### src/rtl/popcount_stream_acc_if.sv
// Stream-side bundle for popcount_stream_acc: beat input handshake plus
// the per-frame result handshake. The DUT uses slave; its driver uses master.
interface popcount_stream_acc_if #(
    parameter int DATA_WIDTH = 64,
    parameter int ACC_WIDTH  = 16,
    parameter int BEAT_WIDTH = 8
);
    logic                  clear_i;
    logic                  in_valid_i;
    logic                  in_ready_o;
    logic [DATA_WIDTH-1:0] data_i;
    logic [DATA_WIDTH-1:0] mask_i;
    logic                  mode_i;
    logic                  last_i;
    logic                  out_valid_o;
    logic                  out_ready_i;
    logic [ACC_WIDTH-1:0]  total_o;
    logic [BEAT_WIDTH-1:0] beats_o;
    logic                  overflow_o;

    modport master (
        output clear_i, in_valid_i, data_i, mask_i, mode_i, last_i, out_ready_i,
        input  in_ready_o, out_valid_o, total_o, beats_o, overflow_o
    );

    modport slave (
        input  clear_i, in_valid_i, data_i, mask_i, mode_i, last_i, out_ready_i,
        output in_ready_o, out_valid_o, total_o, beats_o, overflow_o
    );
endinterface

### src/rtl/popcount_stream_acc.sv
// Frame-based Hamming-weight accumulator: per-beat masked popcount through a
// balanced adder tree, saturating per-frame totals, one result per frame.
module popcount_stream_acc #(
    parameter int DATA_WIDTH = 64,
    parameter int ACC_WIDTH  = 16,
    parameter int BEAT_WIDTH = 8
) (
    input logic                 clk_i,
    input logic                 rst_i,
    popcount_stream_acc_if.slave bus
);
    localparam int CNT_WIDTH = $clog2(DATA_WIDTH) + 1;
    localparam int LEVELS    = $clog2(DATA_WIDTH);
    localparam int LEAVES    = 1 << LEVELS;

    logic [DATA_WIDTH-1:0] bits;
    logic [CNT_WIDTH-1:0]  cnt;

    logic [ACC_WIDTH-1:0]  acc;
    logic [BEAT_WIDTH-1:0] beats;
    logic                  ovf;

    logic                  out_valid;
    logic [ACC_WIDTH-1:0]  total;
    logic [BEAT_WIDTH-1:0] beats_out;
    logic                  overflow;

    logic                  ready;
    logic                  accept;
    logic [ACC_WIDTH:0]    acc_sum;
    logic [BEAT_WIDTH:0]   beat_sum;
    logic [ACC_WIDTH-1:0]  acc_sat;
    logic [BEAT_WIDTH-1:0] beat_sat;
    logic                  sat_hit;

    assign bits = (bus.mode_i ? ~bus.data_i : bus.data_i) & bus.mask_i;

    // Level 0 holds one leaf per padded bit; each higher level halves the node count.
    for (genvar l = 0; l <= LEVELS; l++) begin : g_lvl
        localparam int N = LEAVES >> l;
        logic [CNT_WIDTH-1:0] sum [N];
        for (genvar i = 0; i < N; i++) begin : g_node
            if (l == 0) begin : g_leaf
                if (i < DATA_WIDTH) begin : g_bit
                    assign sum[i] = CNT_WIDTH'(bits[i]);
                end else begin : g_pad
                    assign sum[i] = '0;
                end
            end else begin : g_add
                assign sum[i] = g_lvl[l-1].sum[2*i] + g_lvl[l-1].sum[2*i+1];
            end
        end
    end

    assign cnt = g_lvl[LEVELS].sum[0];

    assign ready  = !bus.clear_i && (!out_valid || bus.out_ready_i);
    assign accept = bus.in_valid_i && ready;

    assign acc_sum  = {1'b0, acc} + (ACC_WIDTH + 1)'(cnt);
    assign beat_sum = {1'b0, beats} + (BEAT_WIDTH + 1)'(1);
    assign acc_sat  = acc_sum[ACC_WIDTH] ? '1 : acc_sum[ACC_WIDTH-1:0];
    assign beat_sat = beat_sum[BEAT_WIDTH] ? '1 : beat_sum[BEAT_WIDTH-1:0];
    assign sat_hit  = acc_sum[ACC_WIDTH] | beat_sum[BEAT_WIDTH];

    // A last beat accepted in the handshake cycle re-arms out_valid, so
    // back-to-back frames see no bubble.
    always_ff @(posedge clk_i) begin
        if (rst_i) begin
            acc       <= '0;
            beats     <= '0;
            ovf       <= 1'b0;
            out_valid <= 1'b0;
            total     <= '0;
            beats_out <= '0;
            overflow  <= 1'b0;
        end else begin
            if (out_valid && bus.out_ready_i) begin
                out_valid <= 1'b0;
            end
            if (bus.clear_i) begin
                acc   <= '0;
                beats <= '0;
                ovf   <= 1'b0;
            end else if (accept) begin
                if (bus.last_i) begin
                    total     <= acc_sat;
                    beats_out <= beat_sat;
                    overflow  <= ovf | sat_hit;
                    out_valid <= 1'b1;
                    acc       <= '0;
                    beats     <= '0;
                    ovf       <= 1'b0;
                end else begin
                    acc   <= acc_sat;
                    beats <= beat_sat;
                    ovf   <= ovf | sat_hit;
                end
            end
        end
    end

    assign bus.in_ready_o  = ready;
    assign bus.out_valid_o = out_valid;
    assign bus.total_o     = total;
    assign bus.beats_o     = beats_out;
    assign bus.overflow_o  = overflow;
endmodule

### src/flat_wrapper.sv
// flat-port wrapper written by rule: the top's interface ports become plain ports
module popcount_stream_acc_flat 
#(
    parameter int DATA_WIDTH = 64,
    parameter int ACC_WIDTH  = 16,
    parameter int BEAT_WIDTH = 8
)
  (clk_i, rst_i, bus_clear_i, bus_in_valid_i, bus_data_i, bus_mask_i, bus_mode_i, bus_last_i, bus_out_ready_i, bus_in_ready_o, bus_out_valid_o, bus_total_o, bus_beats_o, bus_overflow_o);
  popcount_stream_acc_if #(.DATA_WIDTH(DATA_WIDTH), .ACC_WIDTH(ACC_WIDTH), .BEAT_WIDTH(BEAT_WIDTH)) bus_i ();
  input logic clk_i;
  input logic rst_i;
  input wire logic [$bits(bus_i.clear_i)-1:0] bus_clear_i;
  input wire logic [$bits(bus_i.in_valid_i)-1:0] bus_in_valid_i;
  input wire logic [$bits(bus_i.data_i)-1:0] bus_data_i;
  input wire logic [$bits(bus_i.mask_i)-1:0] bus_mask_i;
  input wire logic [$bits(bus_i.mode_i)-1:0] bus_mode_i;
  input wire logic [$bits(bus_i.last_i)-1:0] bus_last_i;
  input wire logic [$bits(bus_i.out_ready_i)-1:0] bus_out_ready_i;
  output wire logic [$bits(bus_i.in_ready_o)-1:0] bus_in_ready_o;
  output wire logic [$bits(bus_i.out_valid_o)-1:0] bus_out_valid_o;
  output wire logic [$bits(bus_i.total_o)-1:0] bus_total_o;
  output wire logic [$bits(bus_i.beats_o)-1:0] bus_beats_o;
  output wire logic [$bits(bus_i.overflow_o)-1:0] bus_overflow_o;
  assign bus_i.clear_i = bus_clear_i;
  assign bus_i.in_valid_i = bus_in_valid_i;
  assign bus_i.data_i = bus_data_i;
  assign bus_i.mask_i = bus_mask_i;
  assign bus_i.mode_i = bus_mode_i;
  assign bus_i.last_i = bus_last_i;
  assign bus_i.out_ready_i = bus_out_ready_i;
  assign bus_in_ready_o = bus_i.in_ready_o;
  assign bus_out_valid_o = bus_i.out_valid_o;
  assign bus_total_o = bus_i.total_o;
  assign bus_beats_o = bus_i.beats_o;
  assign bus_overflow_o = bus_i.overflow_o;
  popcount_stream_acc #(.DATA_WIDTH(DATA_WIDTH), .ACC_WIDTH(ACC_WIDTH), .BEAT_WIDTH(BEAT_WIDTH)) u_core (.clk_i(clk_i), .rst_i(rst_i), .bus(bus_i));
endmodule
### config.mk
export PLATFORM = sky130hd
export DESIGN_NAME = popcount_stream_acc_flat
export DESIGN_NICKNAME = d
export VERILOG_FILES = /design/src/rtl/popcount_stream_acc_if.sv /design/src/rtl/popcount_stream_acc.sv /design/src/flat_wrapper.sv
export SDC_FILE = /design/constraint.sdc
export NUM_CORES = 1
export LEC_CHECK = 0
export CELL_PAD_IN_SITES_DETAIL_PLACEMENT = 1
export CELL_PAD_IN_SITES_GLOBAL_PLACEMENT = 1
export CORE_UTILIZATION = 54
export CTS_BUF_LIST = sky130_fd_sc_hd__clkbuf_2
export DETAILED_ROUTE_END_ITERATION = 7
export DONT_BUFFER_PORTS = 1
export PLACE_DENSITY = 0.91
export SYNTH_ARGS = -nofsm -noshare
export SYNTH_HDL_FRONTEND = slang
export SYNTH_SLANG_ARGS = --single-unit
### constraint.sdc
create_clock -name clk_i -period 26.1 [get_ports clk_i]
set_input_delay 5.22 -clock clk_i [delete_from_list [all_inputs] [get_ports clk_i]]
set_output_delay 5.22 -clock clk_i [all_outputs]
set_load 0.05 [all_outputs]
# Word-level counts from Yosys, hierarchy flattened
# Index checks and enable logic that the tools add are counted.
[classes]
addsub = 65
n_mul = 0
div = 0
magnitude_cmp = 0
eq_ne = 0
n_shift = 0
muxes = 10
n_bitwise = 5
reduce_logical = 8
[op_table]
columns = ["cell", "n"]
rows = [
  ["7-bit adder", 31],
  ["1-bit by 1-bit adder with 2-bit output", 32],
  ["64-bit bitwise AND", 1],
  ["64-bit two-way mux", 1],
  ["64-bit inverter", 1],
  ["16-bit two-way mux", 2],
  ["16-bit by 7-bit adder with 17-bit output", 1],
  ["8-bit two-way mux", 2],
  ["8-bit by 1-bit adder with 9-bit output (second input constant)", 1],
  ["1-bit two-way mux", 5],
  ["1-bit logical AND", 3],
  ["3-bit AND reduction", 1],
  ["1-bit zero test", 2],
  ["1-bit bitwise OR", 2],
  ["2-bit OR reduction", 1],
  ["1-bit logical OR", 1],
  ["1-bit inverter", 1],
]
[word_totals]
ff_bits = 51
latchBits = 0
ramBits = 0
mem_bits_ro = 0
input_bits = 135
out_inout_bits = 27
wordCells = 95
mem_count = 0

# Longest topological paths before layout
# Gate-level depths: netlist of the first run.
[depth]
word_depth = 13
depth_mapped = 34
depth_no_buf = 31

# Worst setup path before layout of the first run
# Ideal clock, no wire load.
[synth_path]
path_kind = "input to register"
start = "input bus_mode_i"
end = "register u_core.overflow (netlist: u_core.bus.overflow_o)"
setup_ns = 0.088
arrival_ns = 12.415
t_required_ns = 26.012
path_slack_ns = 13.596
cell_stages = 32
n_path_buf = 3
path_cell_list = "clkbuf_1 > buf_2 > xor2_1 > and2_1 > ha_1 > inv_1 > fa_1 > inv_1 > fa_1 > inv_1 > fa_1 > inv_1 > fa_1 > fa_1 > fa_1 > inv_1 > fa_1 > inv_1 > ha_1 > inv_1 > fa_1 > inv_1 > a21o_1 > a21oi_1 > xnor2_1 > ha_1 > o211ai_1 > o21a_1 > nor3b_4 > buf_6 > nor2_2 > a311oi_2"
[synth_between]
elab_chain_len = 11
elab_cells_between_ends = 68
classes_between = "add/sub: 64; mux: 1; bitwise: 3"
[synth_lines]
columns = ["item", "line_no", "text"]
rows = [
  ["from (decl)", "flat_wrapper.sv:16", "input wire logic [$bits(bus_i.mode_i)-1:0] bus_mode_i;"],
  ["64-bit two-way mux (*)", "popcount_stream_acc.sv:36", "assign bits = (bus.mode_i ? ~bus.data_i : bus.data_i) & bus.mask_i;"],
  ["64-bit bitwise AND (*)", "popcount_stream_acc.sv:36", ""],
  ["1-bit by 1-bit adder with 2-bit output", "popcount_stream_acc.sv:50", "assign sum[i] = g_lvl[l-1].sum[2*i] + g_lvl[l-1].sum[2*i+1];"],
  ["7-bit adder (4 in series)", "popcount_stream_acc.sv:50", ""],
  ["7-bit adder (*)", "popcount_stream_acc.sv:50", ""],
  ["16-bit by 7-bit adder with 17-bit output (*)", "popcount_stream_acc.sv:60", "assign acc_sum = {1'b0, acc} + (ACC_WIDTH + 1)'(cnt);"],
  ["1-bit bitwise OR (*)", "popcount_stream_acc.sv:64", "assign sat_hit = acc_sum[ACC_WIDTH] | beat_sum[BEAT_WIDTH];"],
  ["1-bit bitwise OR (*)", "popcount_stream_acc.sv:89", "overflow <= ovf | sat_hit;"],
  ["to (signal assigned)", "popcount_stream_acc.sv:89", ""],
  ["to (decl)", "popcount_stream_acc.sv:26", "logic overflow;"],
]
# Every way passes the cells marked *; elsewhere a longest branch is shown, timed or not.
# A chain may end at the register's enable or synchronous reset.

# Worst setup path after layout of the first run
[layout_path]
start = "input bus_mode_i"
end = "register u_core.total[15] (netlist: u_core.bus.total_o[15])"
[layout_between]
elab_chain_len = 10
elab_cells_between_ends = 67
classes_between = "add/sub: 64; mux: 2; bitwise: 1"
[layout_lines]
columns = ["item", "line_no", "text"]
rows = [
  ["64-bit two-way mux (*)", "popcount_stream_acc.sv:36", ""],
  ["64-bit bitwise AND (*)", "popcount_stream_acc.sv:36", ""],
  ["1-bit by 1-bit adder with 2-bit output", "popcount_stream_acc.sv:50", ""],
  ["7-bit adder (4 in series)", "popcount_stream_acc.sv:50", ""],
  ["7-bit adder (*)", "popcount_stream_acc.sv:50", ""],
  ["16-bit by 7-bit adder with 17-bit output (*)", "popcount_stream_acc.sv:60", ""],
  ["16-bit two-way mux (*)", "popcount_stream_acc.sv:62", "assign acc_sat = acc_sum[ACC_WIDTH] ? '1 : acc_sum[ACC_WIDTH-1:0];"],
  ["to (signal assigned)", "popcount_stream_acc.sv:87", "total <= acc_sat;"],
  ["to (decl)", "popcount_stream_acc.sv:24", "logic [ACC_WIDTH-1:0] total;"],
]
# Marked as above.

==> reports/results.env, run 1 <==
RUN_STATUS='finished, final reports clean'
NETLIST_TOP_CELLS_COUNT='sky130_fd_sc_hd__inv_1, sky130_fd_sc_hd__xor2_1, sky130_fd_sc_hd__and2_1'
SYNTH_NETS=896
REPORT.FINAL.HOLD_VIOL_COUNT=0
ROUTE.FINAL.WIRE_LENGTH_UM=14030
WORST_SETUP_PATH_START='bus_mode_i'
TIMING.SETUP.TNS_NS=0
CTS_POST_SETUP_BUFFERS_INSERTED=0
HOLD_PATH_CLASS='reg -> reg'
DRIVE_ABOVE_1_SHARE_PCT=3.956
WORST_R2R_SETUP_SLACK_NS=23.45
GRT_SETUP_UNREPAIRED='false'
PIN_COUNT_OF_THE_BIGGEST_NET_ENTERING_GLOBAL_ROUTING=65
REG2REG_TO='u_core.bus.total_o[12]'
WORST_PATH_MAX_DELAY_CELL='sky130_fd_sc_hd__fa_1'
VIA_COUNT=4389
START_UTIL_PCT=55.92
DRC_ERRORS=0
CTS.HOLD.BUFFERS_ADDED=0
SYNTH_MOST_COMMON_CELL='sky130_fd_sc_hd__inv_1'
MULTIINPUTGATEAREA_MM2=0.004282
SYNTH_AREA_LEADERS='sky130_fd_sc_hd__fa_1, sky130_fd_sc_hd__dfxtp_1, sky130_fd_sc_hd__ha_1, sky130_fd_sc_hd__xor2_1, sky130_fd_sc_hd__and2_1'
SYNTH_SEQ_CELLS=51
FINAL_UTIL_PCT=56.93
SETUP_VIOL=0
NUMBER_OF_BUFFERS_ADDED_BY_THE_CLOCK_TREE_SYNTHESIS_STEP=5
STORAGE_CELL_AREA_MM2=0.001021
WORSTREG2REGSTART='u_core.acc[0]'
DP.FINAL_HPWL_UM=11850
POSTSYNTH.ASYNCRESETSHARE_PCT=0
GLOBALROUTE.TOTALOVERFLOW=0
DIE_AREA_MM2=0.01116
FLOW.AREA_GROWTH_FROM_SYNTHESIS_PCT=1.791
CTS_TREE='built'
MINIMUM_CLOCK_PERIOD_NS=12.34
TIMING.SLEW.HEADROOM_PCT=40.23
WORST_SETUP_START_KIND='input port'
CRITPATHMAXSTAGEDELAY_NS=0.55
FLOORPLAN.DIE.WIDTH_UM=105.6
FINAL-MAX-SLEW-VIOLATION-COUNT=0
POST_SYNTH_NUM_CELL_TYPES=53
HTREEDEPTH=2
SYNTH_ENABLE_FLOP_CELLS=0
NUMPORTBUFFERS=0
DRT_ITER0_MARKERS=163
ROOT_BUFFER='sky130_fd_sc_hd__clkbuf_2'
FIN_SKEW_NS=0.03811
VIA_COUNT_OF_THE_FIRST_GLOBAL_ROUTING_PASS=4751
SYNTHESIS.INSTANCES=649
CRITPATHKIND='in -> reg'
SYNTH_TOP_AREA_SHARE_PCT=21.06
ACHIEVABLE-FREQUENCY_MHz=81.07
CTS.SINKS=51
CRIT_PATH_END='u_core.bus.total_o[15]'
CRITPATHMAXFANOUT=64
POST_SYNTHESIS_SEQUENTIAL_AREA_RATIO_PCT=17.61
MAX_CAP_VIOL_COUNT=0
CLK_TRANSITION_REPORTED_PATHS_NS=0.27
POST_CTS_RESIZE_COUNT=0
STD_CELL_ROWS=37
FIRST_PASS_ITERS=4
SYNTH_FF_TYPE='sky130_fd_sc_hd__dfxtp_1'
VIASPERCELL=5.707
GRT_ANTENNA_BEFORE_REPAIR=1
GLOBAL_ROUTE_WIRE_LENGTH_BEFORE_REPAIR_UM=22560
LAYOUT.FILLER_CELLS=1239
MAX_SLEW.WORST_PIN.SLEW_NS=0.8932
FINALWEIGHTEDCONGESTION=0.8606
YOSYSTOPAREACELL='sky130_fd_sc_hd__fa_1'
REG2REG_DEPTH=7
CORE-AREA_MM2=0.01037
SETUP.WORST_PATH.END_CLASS='flop'
FINAL.PERIOD_UTILIZATION_PCT=47.26
TOTAL_I_O_PIN_COUNT=162
SYNTH.AVG_CELL_AREA_UM2=8.936
ARRIVAL_NS=12.72
FINAL_NETS=878
CTS.PATH.MAX_BUFFERS=2
POSTROUTEANTENNANETS=0
GRT_UTIL_ALL_LAYERS_PCT=25.57
CHIPHEIGHT_UM=105.6
WORST_SKEW_PAIR.LATE_LATENCY_NS=0.46
DRT-WIRELENGTH-PER-CELL_UM=18.25
SYN_AREA_MM2=0.005799
SYNTH-WARNING-COUNT=0
CRITICAL_PATH_REQUIRED_NS=26.49
## placed cells by master (no fill, tap or decap), types with 4 or more instances in the layout
master,instances
sky130_fd_sc_hd__ha_1,51
sky130_fd_sc_hd__and3_1,4
sky130_fd_sc_hd__a311oi_1,4
sky130_fd_sc_hd__a211oi_2,6
sky130_fd_sc_hd__nor2_1,47
sky130_fd_sc_hd__and2_1,66
sky130_fd_sc_hd__a21oi_1,23
sky130_fd_sc_hd__nor3_1,13
sky130_fd_sc_hd__o21ai_0,12
sky130_fd_sc_hd__xnor2_1,9
sky130_fd_sc_hd__a211oi_1,13
sky130_fd_sc_hd__nand2_1,24
sky130_fd_sc_hd__nand4_1,4
sky130_fd_sc_hd__nand2b_1,5
sky130_fd_sc_hd__clkbuf_2,5
sky130_fd_sc_hd__o211ai_1,5
sky130_fd_sc_hd__dfxtp_1,51
sky130_fd_sc_hd__a22oi_1,4
sky130_fd_sc_hd__a21o_1,5
sky130_fd_sc_hd__inv_1,95
sky130_fd_sc_hd__a31oi_1,8
sky130_fd_sc_hd__xor2_1,71
sky130_fd_sc_hd__fa_1,61
## kinds of logic (layout without fill, tap and decap cells)
group	Yosys count	count (layout)	synth area share (%)
compound gates	98	98	11.93
xor+xnor	80	80	12.08
fa+ha+maj	112	112	32.06
buf+inv	121	104	8.565
flops	51	51	17.61
mux	2	2	0.3668
other cells	0	1	0
simple gates	185	185	17.39
## worst max-delay path, delay by kind of cell
family          cells  cell delay (ns)
fa+ha+maj          11             4.84
compound gates      5             0.98
simple gates        3             0.86
buf+inv             8             0.52
xor+xnor            2             0.28
## how the worst min path moves through the flow
| stage | depth (start not counted) | start | to |
|---|---|---|---|
| floorplan | 2 | u_core.acc[0] | u_core.acc[0] |
| global placement | 2 | u_core.acc[0] | u_core.acc[0] |
| detailed placement | 2 | u_core.acc[0] | u_core.acc[0] |
| CTS | 2 | u_core.acc[0] | u_core.acc[0] |
| global route | 2 | u_core.acc[12] | u_core.acc[12] |
| finish | 2 | u_core.acc[0] | u_core.acc[0] |
## through the flow
stage / area, um2 / worst slack [ns] / cells / hold WS, ns
finish: 5903 / 13.76 / 769 / 0.4960
global route: 5903 / 13.37 / 769 / 0.5363
CTS: 5901 / 13.71 / 768 / 0.5088
detailed placement: 5837 / 13.23 / 760 / 0.4747
global placement: 5837 / 13.71 / 760 / 0.4469
floorplan: 5799 / 13.60 / 649 / 0.4315
## state kept, by name, indices dropped and copies added, names as in the netlist
signal	count
u_core.bus.overflow_o	1
u_core.bus.beats_o	8
u_core.bus.total_o	16
u_core.bus.out_valid_o	1
u_core.beats	8
u_core.acc	16
u_core.ovf	1
## area by class of cell
type                    instances  share of cell area, %
clock inverters                 3                 0.6571
repair buffers                  1                 0.1272
flip-flops and latches         51                  17.30
diodes                          1                0.04239
multi-input cells             477                  72.53
well taps                     136                  2.883
clock buffers                   5                 0.4239
inverters                      95                  6.041
## metal layers
layer | vias to the layer above | wire (um) | global-route usage, %
li1 | 2068 | - | -
met1 | 2159 | 5625 | 30.09
met2 | 133 | 7500 | 47.70
met3 | 29 | 605 | 4.638
met4 | 0 | 302 | 6.448
met5 | - | 0 | 0
Power of run 1 is not shown: default switching activity piles up to over one toggle a cycle in this logic, so the estimate is an artifact.
==> run 2: changes to the inputs <==
- CORE_UTILIZATION: 54 -> 45
- PLACE_DENSITY: 0.91 -> 0.82
- clock period: 26.1 -> 10.5 ns (I/O delays scaled with it)
==> reports/results.env, run 2 (synthesized netlist as in run 1, its figures left out) <==
RUN_STATUS='finished, final reports clean'  # unchanged
HOLD_PATH_CLASS='reg -> reg'  # unchanged
DRC_ERRORS=0  # unchanged
STD_CELL_ROWS=41  # was 37
TIMING.SETUP.TNS_NS=0  # unchanged
FLOW.AREA_GROWTH_FROM_SYNTHESIS_PCT=2.244  # was 1.791%
NUMBER_OF_BUFFERS_ADDED_BY_THE_CLOCK_TREE_SYNTHESIS_STEP=5  # unchanged
COMMONEST_CELLS_AFTER_ROUTING_FILL_AND_TAPS_ASIDE='sky130_fd_sc_hd__inv_1, sky130_fd_sc_hd__xor2_1, sky130_fd_sc_hd__and2_1'  # unchanged
TIMING.SLEW.HEADROOM_PCT=41.60  # was 40.23%
MAX_CAP_VIOL_COUNT=0  # unchanged
FINAL_NETS=878  # unchanged
REPORT.FINAL.HOLD_VIOL_COUNT=0  # unchanged
CRITPATHMAXFANOUT=64  # unchanged
CTS.PATH.MAX_BUFFERS=2  # unchanged
SETUP.WORST_PATH.END_CLASS='flop'  # unchanged
WORST_PATH_MAX_DELAY_CELL='sky130_fd_sc_hd__fa_1'  # unchanged
SETUP_VIOL=0  # unchanged
PIN_COUNT_OF_THE_BIGGEST_NET_ENTERING_GLOBAL_ROUTING=65  # unchanged
MOSTFREQUENTLAYOUTCELL='sky130_fd_sc_hd__inv_1'  # unchanged
VIA_COUNT=4326  # was 4389
MINIMUM_CLOCK_PERIOD_NS=9.215
DRT_ITER0_MARKERS=147  # was 163
FIRST_PASS_ITERS=4  # unchanged
ARRIVAL_NS=9.61  # was 12.72 ns
GRT_SETUP_UNREPAIRED='false'  # unchanged
POSTROUTEANTENNANETS=0  # unchanged
CRITPATHMAXSTAGEDELAY_NS=0.56  # was 0.55 ns
CTS.HOLD.BUFFERS_ADDED=0  # unchanged
DRIVE_ABOVE_1_SHARE_PCT=4.114  # was 3.956%
CTS_POST_SETUP_BUFFERS_INSERTED=0  # unchanged
DRT-WIRELENGTH-PER-CELL_UM=17.77  # was 18.25 um
DIE_AREA_MM2=0.01334  # was 0.01116 mm2
NUMPORTBUFFERS=0  # unchanged
ROUTE.FINAL.WIRE_LENGTH_UM=14280  # was 14030 um
CTS.SINKS=51  # unchanged
FINAL-MAX-SLEW-VIOLATION-COUNT=0  # unchanged
FINALWEIGHTEDCONGESTION=0.8430  # was 0.8606
ANTENNA_CELLS_INSERTED=0  # was 1
CHIPHEIGHT_UM=115.5  # was 105.6 um
CLK_TRANSITION_REPORTED_PATHS_NS=0.29  # was 0.27 ns
FINAL.PERIOD_UTILIZATION_PCT=87.76
WORST_SETUP_START_KIND='input port'  # unchanged
TOTAL_I_O_PIN_COUNT=162  # unchanged
DP.FINAL_HPWL_UM=12230  # was 11850 um
CRITICAL_PATH_REQUIRED_NS=10.89  # was 26.49 ns
VIA_COUNT_OF_THE_FIRST_GLOBAL_ROUTING_PASS=4870  # was 4751
FIN_SKEW_NS=0.02666  # was 0.03811 ns
GRT_ANTENNA_BEFORE_REPAIR=0  # was 1
GLOBALROUTE.TOTALOVERFLOW=0  # unchanged
GLOBAL_ROUTE_WIRE_LENGTH_BEFORE_REPAIR_UM=22790  # was 22560 um
CRITPATHKIND='in -> reg'  # unchanged
POST_CTS_RESIZE_COUNT=0  # unchanged
MAX_SLEW.WORST_PIN.SLEW_NS=0.8728  # was 0.8932 ns
ACHIEVABLE-FREQUENCY_MHz=108.5
ROOT_BUFFER='sky130_fd_sc_hd__clkbuf_2'  # unchanged
CORE-AREA_MM2=0.01257  # was 0.01037 mm2
START_UTIL_PCT=46.14  # was 55.92%
VIASPERCELL=5.381  # was 5.707
GRT_UTIL_ALL_LAYERS_PCT=21.86  # was 25.57%
CTS_TREE='built'  # unchanged
HTREEDEPTH=2  # unchanged
FLOORPLAN.DIE.WIDTH_UM=115.5  # was 105.6 um
WORST_SKEW_PAIR.LATE_LATENCY_NS=0.46  # about the same
==> run 2: cell count changes in the layout (fill, tap and decap cells not counted), sizes merged <==
cell / before / now
diode: 1 / 0
inv: 95 / 97
bufinv: 1 / 0
clkinv: 2 / 1
==> run 2: area by class of cell <==
cell class / count / area, um2
clock buffer: 5 / 25.02
inverter: 95 / 356.6
sequential: 51 / 1021
timing repair buffer: 1 / 7.507
multi-input combinational: 477 / 4282
clock inverter: 3 / 22.52
tap: 172 / 215.2
fill: 1492 / 6639
==> run 2: per-stage QoR <==
step	setup slack (ns)	hold slack [ns]	cell area [um2]	cells	util [%]
2_1_floorplan	1.116	0.4315	5799	649	-
3_3_place_gp	1.175	0.4511	5882	796	46.80
3_5_place_dp	0.7646	0.4683	5882	796	46.80
4_1_cts	1.256	0.4844	5929	804	47.18
5_1_grt	0.9487	0.5142	5929	804	47.18
6_report	1.285	0.4793	5929	804	47.18
==> run 2: worst paths after layout <==
path,endpoint,cells past startpoint,startpoint,slack (ns)
worst min register to register,u_core.bus.overflow_o,2,u_core.ovf,0.48
worst max-delay path,u_core.acc[15],29,bus_mode_i,1.28
worst max register to register,u_core.bus.total_o[7],6,u_core.bus.out_valid_o,7.98
worst min-delay path,u_core.bus.overflow_o,2,u_core.ovf,0.48
==> run 2: worst max-delay path: cells and delay by family <==
family / cells / cell delay [ns]
buf+inv: 8 / 0.47
fa+ha+maj: 11 / 4.78
compound gates: 5 / 1.17
xor+xnor: 2 / 0.24
simple gates: 3 / 0.81
==> run 2: per-layer routing <==
layer | global-route usage (%) | up-vias | routed length [um]
met4 | 5.714 | 0 | 261
met5 | 0 | - | 0
li1 | - | 2065 | -
met2 | 42.40 | 107 | 7940
met3 | 4.079 | 27 | 629
met1 | 24.21 | 2127 | 5453
Power of run 2 is left out for the same reason.
